`config.mk`:
```
export PLATFORM = sky130hd
export DESIGN_NAME = seq_det_rr_scheduler
export DESIGN_NICKNAME = d
export VERILOG_FILES = /design/src/rtl/seq_det_pkg.sv /design/src/rtl/seq_det_rr_arb.sv /design/src/rtl/seq_det_rr_scheduler.sv
export SDC_FILE = /design/constraint.sdc
export NUM_CORES = 1
export LEC_CHECK = 0
export CORE_UTILIZATION = 39
export CTS_CLUSTER_SIZE = 40
export DETAILED_ROUTE_END_ITERATION = 6
export PLACE_DENSITY_LB_ADDON = 0.15
export REMOVE_ABC_BUFFERS = 1
export SYNTH_ARGS = -nofsm -noshare
export SYNTH_HDL_FRONTEND = slang
export SYNTH_HIERARCHICAL = 1
export SYNTH_SLANG_ARGS = --single-unit
export TNS_END_PERCENT = 30
```
`constraint.sdc`:
```
create_clock -name clk -period 13.7 [get_ports clk]
set_clock_uncertainty 0.2 [all_clocks]
set_input_delay 2.74 -clock clk [delete_from_list [all_inputs] [get_ports clk]]
set_output_delay 2.74 -clock clk [all_outputs]
set_load 0.05 [all_outputs]
```
`src/rtl/seq_det_pkg.sv`:
```
// Pattern-matching helpers shared by the round-robin sequence detector.
// All functions are pure combinational; the pattern is left-aligned so bit len-1 is the first bit received.
package seq_det_pkg;

    localparam int PAT_LEN_MAX = 8;
    localparam int ST_W        = $clog2(PAT_LEN_MAX + 1);
    localparam int PI_W        = $clog2(PAT_LEN_MAX);

    typedef logic [ST_W-1:0]        st_t;
    typedef logic [PAT_LEN_MAX-1:0] pat_t;

    // Longest proper prefix of the pattern that is also a suffix of it.
    function automatic st_t border_len(input pat_t pattern, input int len);
        st_t  res;
        logic ok;
        res = '0;
        for (int k = 1; k < PAT_LEN_MAX; k++) begin
            if (k < len) begin
                ok = 1'b1;
                for (int j = 0; j < PAT_LEN_MAX; j++) begin
                    if (j < k && pattern[PI_W'(len - 1 - j)] != pattern[PI_W'(k - 1 - j)])
                        ok = 1'b0;
                end
                if (ok)
                    res = ST_W'(k);
            end
        end
        return res;
    endfunction

    // Longest pattern prefix that is a suffix of (prefix(state) ++ b).
    // state must be below len; the caller folds the detect state back first.
    function automatic st_t pat_step(input st_t state, input logic b,
                                     input pat_t pattern, input int len);
        st_t  res;
        logic ok;
        logic sb;
        int   idx;
        int   s;
        res = '0;
        s   = int'(state);
        for (int k = 1; k <= PAT_LEN_MAX; k++) begin
            if (k <= s + 1 && k <= len) begin
                ok = 1'b1;
                for (int j = 0; j < PAT_LEN_MAX; j++) begin
                    if (j < k) begin
                        idx = s + 1 - k + j;
                        sb  = (idx == s) ? b : pattern[PI_W'(len - 1 - idx)];
                        if (sb != pattern[PI_W'(len - 1 - j)])
                            ok = 1'b0;
                    end
                end
                if (ok)
                    res = ST_W'(k);
            end
        end
        return res;
    endfunction

endpackage

```
`src/rtl/seq_det_rr_arb.sv`:
```
// Round-robin arbiter: combinational one-hot grant from the eligible vector, searched from r_ptr.
// The pointer moves to one past the winner on every grant and holds when nothing is granted.
module seq_det_rr_arb #(
    parameter  int N_CH  = 4,
    localparam int IDX_W = $clog2(N_CH)
) (
    input  logic             clk,
    input  logic             rst,
    input  logic [N_CH-1:0]  i_elig,
    output logic [N_CH-1:0]  o_gnt,
    output logic [IDX_W-1:0] o_gnt_idx,
    output logic             o_gnt_vld
);

    logic [IDX_W-1:0] r_ptr;
    int               w_c;

    always_comb begin
        o_gnt     = '0;
        o_gnt_idx = '0;
        o_gnt_vld = 1'b0;
        w_c       = 0;
        for (int k = 0; k < N_CH; k++) begin
            w_c = int'(r_ptr) + k;
            if (w_c >= N_CH)
                w_c = w_c - N_CH;
            if (!o_gnt_vld && i_elig[IDX_W'(w_c)]) begin
                o_gnt_vld              = 1'b1;
                o_gnt_idx              = IDX_W'(w_c);
                o_gnt[IDX_W'(w_c)]     = 1'b1;
            end
        end
    end

    always_ff @(posedge clk or posedge rst) begin
        if (rst) begin
            r_ptr <= '0;
        end else if (o_gnt_vld) begin
            if (o_gnt_idx == IDX_W'(N_CH - 1))
                r_ptr <= '0;
            else
                r_ptr <= o_gnt_idx + 1'b1;
        end
    end

endmodule

```
`src/rtl/seq_det_rr_scheduler.sv`:
```
// N_CH serial channels share one Moore pattern-detector step; one granted bit per cycle, round-robin.
// det_valid/det_ch are registered, one clock after the winning transfer; req_ready is the combinational grant.
module seq_det_rr_scheduler
    import seq_det_pkg::*;
#(
    parameter  int                 N_CH    = 4,
    parameter  int                 PAT_LEN = 4,
    parameter  logic [PAT_LEN-1:0] PATTERN = 4'b1100,
    parameter  int                 OVERLAP = 0,
    parameter  int                 CNT_W   = 8,
    localparam int                 CH_W    = $clog2(N_CH)
) (
    input  logic                  clk,
    input  logic                  rst,
    input  logic                  en,
    input  logic [N_CH-1:0]       clr_ch,
    input  logic [N_CH-1:0]       req_valid,
    input  logic [N_CH-1:0]       req_bit,
    output logic [N_CH-1:0]       req_ready,
    output logic                  det_valid,
    output logic [CH_W-1:0]       det_ch,
    output logic [N_CH*CNT_W-1:0] hit_count
);

    localparam pat_t             PAT_EXT    = pat_t'(PATTERN);
    localparam st_t              ST_DET     = st_t'(PAT_LEN);
    localparam st_t              ST_RESTART = (OVERLAP != 0) ? border_len(PAT_EXT, PAT_LEN) : '0;
    localparam logic [CNT_W-1:0] CNT_MAX    = '1;

    logic [N_CH-1:0]  w_elig;
    logic [N_CH-1:0]  w_gnt;
    logic [CH_W-1:0]  w_gnt_idx;
    logic             w_gnt_vld;
    st_t              w_cur;
    st_t              w_seff;
    st_t              w_nxt;
    logic             w_hit;

    st_t              r_st  [N_CH];
    logic [CNT_W-1:0] r_cnt [N_CH];
    logic             r_det_vld;
    logic [CH_W-1:0]  r_det_ch;

    // Reset also masks eligibility so no grant is visible while rst is held.
    assign w_elig = {N_CH{en & ~rst}} & req_valid & ~clr_ch;

    seq_det_rr_arb #(
        .N_CH (N_CH)
    ) u_arb (
        .clk       (clk),
        .rst       (rst),
        .i_elig    (w_elig),
        .o_gnt     (w_gnt),
        .o_gnt_idx (w_gnt_idx),
        .o_gnt_vld (w_gnt_vld)
    );

    assign req_ready = w_gnt;

    assign w_cur  = r_st[w_gnt_idx];
    assign w_seff = (w_cur == ST_DET) ? ST_RESTART : w_cur;
    assign w_nxt  = pat_step(w_seff, req_bit[w_gnt_idx], PAT_EXT, PAT_LEN);
    assign w_hit  = w_gnt_vld && (w_nxt == ST_DET);

    always_ff @(posedge clk or posedge rst) begin
        if (rst) begin
            for (int c = 0; c < N_CH; c++) begin
                r_st[c]  <= '0;
                r_cnt[c] <= '0;
            end
            r_det_vld <= 1'b0;
            r_det_ch  <= '0;
        end else begin
            r_det_vld <= w_hit;
            if (w_hit)
                r_det_ch <= w_gnt_idx;
            for (int c = 0; c < N_CH; c++) begin
                if (clr_ch[c]) begin
                    r_st[c]  <= '0;
                    r_cnt[c] <= '0;
                end else if (w_gnt_vld && w_gnt_idx == CH_W'(c)) begin
                    r_st[c] <= w_nxt;
                    if (w_hit && r_cnt[c] != CNT_MAX)
                        r_cnt[c] <= r_cnt[c] + 1'b1;
                end
            end
        end
    end

    assign det_valid = r_det_vld;
    assign det_ch    = r_det_ch;

    always_comb begin
        hit_count = '0;
        for (int c = 0; c < N_CH; c++)
            hit_count[c*CNT_W +: CNT_W] = r_cnt[c];
    end

endmodule

```
==> metrics.md <==
| Metric | Value |
|---|---|
| Largest net degree at the start of global routing | `49` |
| Total track usage | `18.8%` |
| Max-cap violations | `0` |
| CP endpoint kind | `primary output` |
| RSZ-0062 raised after global routing | `no` |
| Max clock buf depth | `2` |
| Crit-path cells | `clkdlybuf4s50_1 -> inv_2 -> buf_4 -> nand2_1 -> nor3b_1 -> mux2i_1 -> mux2i_1 -> o21ai_0 -> a221o_2 -> clkdlybuf4s50_1` |
| Startpoint Class | `input port` |
| DRC | `0` |
| Hold-fix buffers at CTS | `0` |
| Crit-path slowest cell | `nor3b_1` |
| Setup violators final | `0` |
| Worst slew margin | `40.1%` |
| Flops & latches, synth | `49` |
| Layout cells sized above 1 | `8.33%` |
| Status | `complete, no violations` |
| Syn. warnings | `6` |
| Synth area leader | `dfrtp_1` |
| CTS clock-pin slew for the worst setup and hold paths | `90 ps` |
| Setup CP Type | `input port to primary output` |
| Critical path buffers and inverters | `4` |
| Total grt overflow | `0` |
| Area growth syn-to-layout | `20.8%` |
| Hold Fails Final Rpt | `0` |
| Ant. Diodes | `0` |
| Main synth FF type | `dfrtp_1` |
| Crit path DAT | `6910 ps` |
| Crit-path max FO | `48` |
| CTS Sinks | `49` |
| Max IR drop VDD | `0.0690 mV` |
| Power Density | `97.6 nW/µm²` |
| Most frequent cell after synthesis | `dfrtp_1` |
| Asr flop ratio synth | `100%` |
| Ports | `54` |
| Die Y | `94.8 µm` |
| Die area | `8980 µm²` |
| Max stage delay on crit path | `800 ps` |
| CTS Buf Count | `5` |
| Fin crit period | `9850 ps` |
| DR WL/cell | `16.0 µm` |
| Top cells by area, synth | `dfrtp_1, ha_1, mux2i_1` |
| Hold slack | `333 ps` |
| Final HPWL DP | `5660 µm` |
| Starting Density | `40.6%` |
| Synth cell types | `56` |
| Post-Synthesis Cell Area | `3360 µm²` |
| FP Rows | `33` |
| Least-Margin Pin Slew | `897 ps` |
| Final #Nets | `428` |
| Total power | `0.000396 W` |
| Max Freq | `102 MHz` |
| First-pass GRT wire length | `13,200 µm` |
| Drt first-iter violations | `146` |
| Top cell type's share of synthesized area | `36.5%` |
| Vias | `2,841` |
| Fin crit share | `71.9%` |
| Clk root buf | `clkbuf_8` |
| Post-Syn Instances | `347` |
| Post-route ant nets | `0` |
| Port bufs | `53` |
| CTS tree | `built` |
| Number of antenna violations at the first check in global routing | `0` |
| DRT Pass-1 Iters | `4` |
| Post-synth EDFFs | `0` |
| Vias/cell | `5.67` |
| Clock latency on the worst-skew pair | `310 ps` |
| Core area | `8260 µm²` |
| CTS H-tree lvls | `2` |
| Critical Path RT | `10,760 ps` |
| Post-CTS sizing | `0` |
| Die width | `94.8 µm` |
| Mean post-synth cell area | `9.67 µm²` |
| Pins Over Slew Limit | `0` |
| Seq/Total Area, Yosys | `36.5%` |
| Vias in the first global route | `2,660` |
| Setup bufs post-CTS | `0` |
| Most frequent cells after synthesis | `dfrtp_1, nor2_1, nand2_1` |
| Setup tns final | `0 ps` |
| Routability cong. | `0.863` |
| Leak | `1.60 nW` |
| Min-Delay Path Class | `flip-flop to flip-flop` |
| Delay-heaviest family, CP | `buffers and inverters` |
| Routed wire length | `8020 µm` |
[per-layer routing]
metal / track usage (%) / vias to the layer above / wire length (µm)
li1: - / 1383 / -
met1: 25.2 / 1389 / 3750
met2: 31.4 / 63 / 3830
met3: 2.82 / 6 / 359
met4: 5.30 / 0 / 82
met5: 0 / - / 0
[flip-flops by register name, summed over array words and instances (netlist names), named ones only]
register	cells
hit_count	32
u_arb/r_ptr	1
r_st	12
det_ch	2
det_valid	1
[layout make-up]
| class | count | area, µm² |
|---|---|---|
| Clock inverter | 1 | 7.51 |
| Tap cell | 105 | 131 |
| Multi-Input combinational cell | 267 | 1990 |
| Inverter | 14 | 52.6 |
| Timing Repair Buffer | 58 | 568 |
| Clock buffer | 7 | 76.3 |
| Sequential cell | 49 | 1230 |
| Fill cell | 787 | 4210 |
[worst paths after layout]
check / startpoint / to / slack [ps] / cells after the start
max in group asynchronous: rst / hit_count[2]$_DFFE_PP0P_ / 10130 / 3
min: det_ch[1]$_DFFE_PP0P_ / det_ch[1]$_DFFE_PP0P_ / 330 / 1
max: rst / req_ready[2] / 3850 / 10
min in group asynchronous: rst / asynchronous set/reset pin / 2430 / 2
min reg2reg: det_ch[1]$_DFFE_PP0P_ / det_ch[1]$_DFFE_PP0P_ / 330 / 1
max reg2reg: flip-flop / hit_count[5]$_DFFE_PP0P_ / 7390 / 17
[kinds of logic after synthesis]
| group | count (synthesis) | share of synthesized area [%] |
|---|---|---|
| AO/OA/AOI/OAI | 69 | 14.1 |
| AND/OR/NAND/NOR | 138 | 23.0 |
| adder cells (fa/ha/maj) | 18 | 6.71 |
| buffers and inverters | 31 | 4.14 |
| XOR/XNOR | 16 | 4.18 |
| multiplexers | 26 | 11.4 |
| flip-flops | 49 | 36.5 |
[report_power, final]
part           switching (W)  internal [W]  leakage, nW
clock network      0.0000492     0.0000363       0.0385
logic              0.0000845     0.0000609        0.885
registers          0.0000155      0.000149        0.678
[per-stage QoR]
stage               utilization (%)  setup WS (ps)  instance area, µm²  instances
floorplan                         -           4080                3270        330
global placement               48.1           4040                3970        493
detailed placement             48.1           3790                3970        493
CTS                            49.1           3780                4050        501
global route                   49.1           3410                4050        501
finish                         49.1           3850                4050        501
[cells in the final DEF, fill, tap and decap left out, types with 5 or more instances in the layout]
| cell type | netlist | routed |
|---|---|---|
| nor3b_1 | 6 | 6 |
| xnor2_1 | 13 | 13 |
| or3_1 | 7 | 7 |
| mux4_2 | 5 | 5 |
| nand2_1 | 20 | 20 |
| clkdlybuf4s50_1 | 0 | 53 |
| a21oi_1 | 18 | 18 |
| and3_1 | 6 | 6 |
| inv_1 | 14 | 13 |
| nor2_1 | 34 | 34 |
| o21ai_0 | 13 | 12 |
| or4_1 | 7 | 7 |
| clkbuf_8 | 0 | 5 |
| nand2b_1 | 6 | 6 |
| mux2i_1 | 14 | 14 |
| dfrtp_1 | 49 | 49 |
| a211oi_1 | 10 | 10 |
| ha_1 | 18 | 18 |
| nand3_1 | 18 | 18 |
| buf_4 | 0 | 5 |
| o31ai_1 | 9 | 9 |
Power figures use the tool's default switching activity.
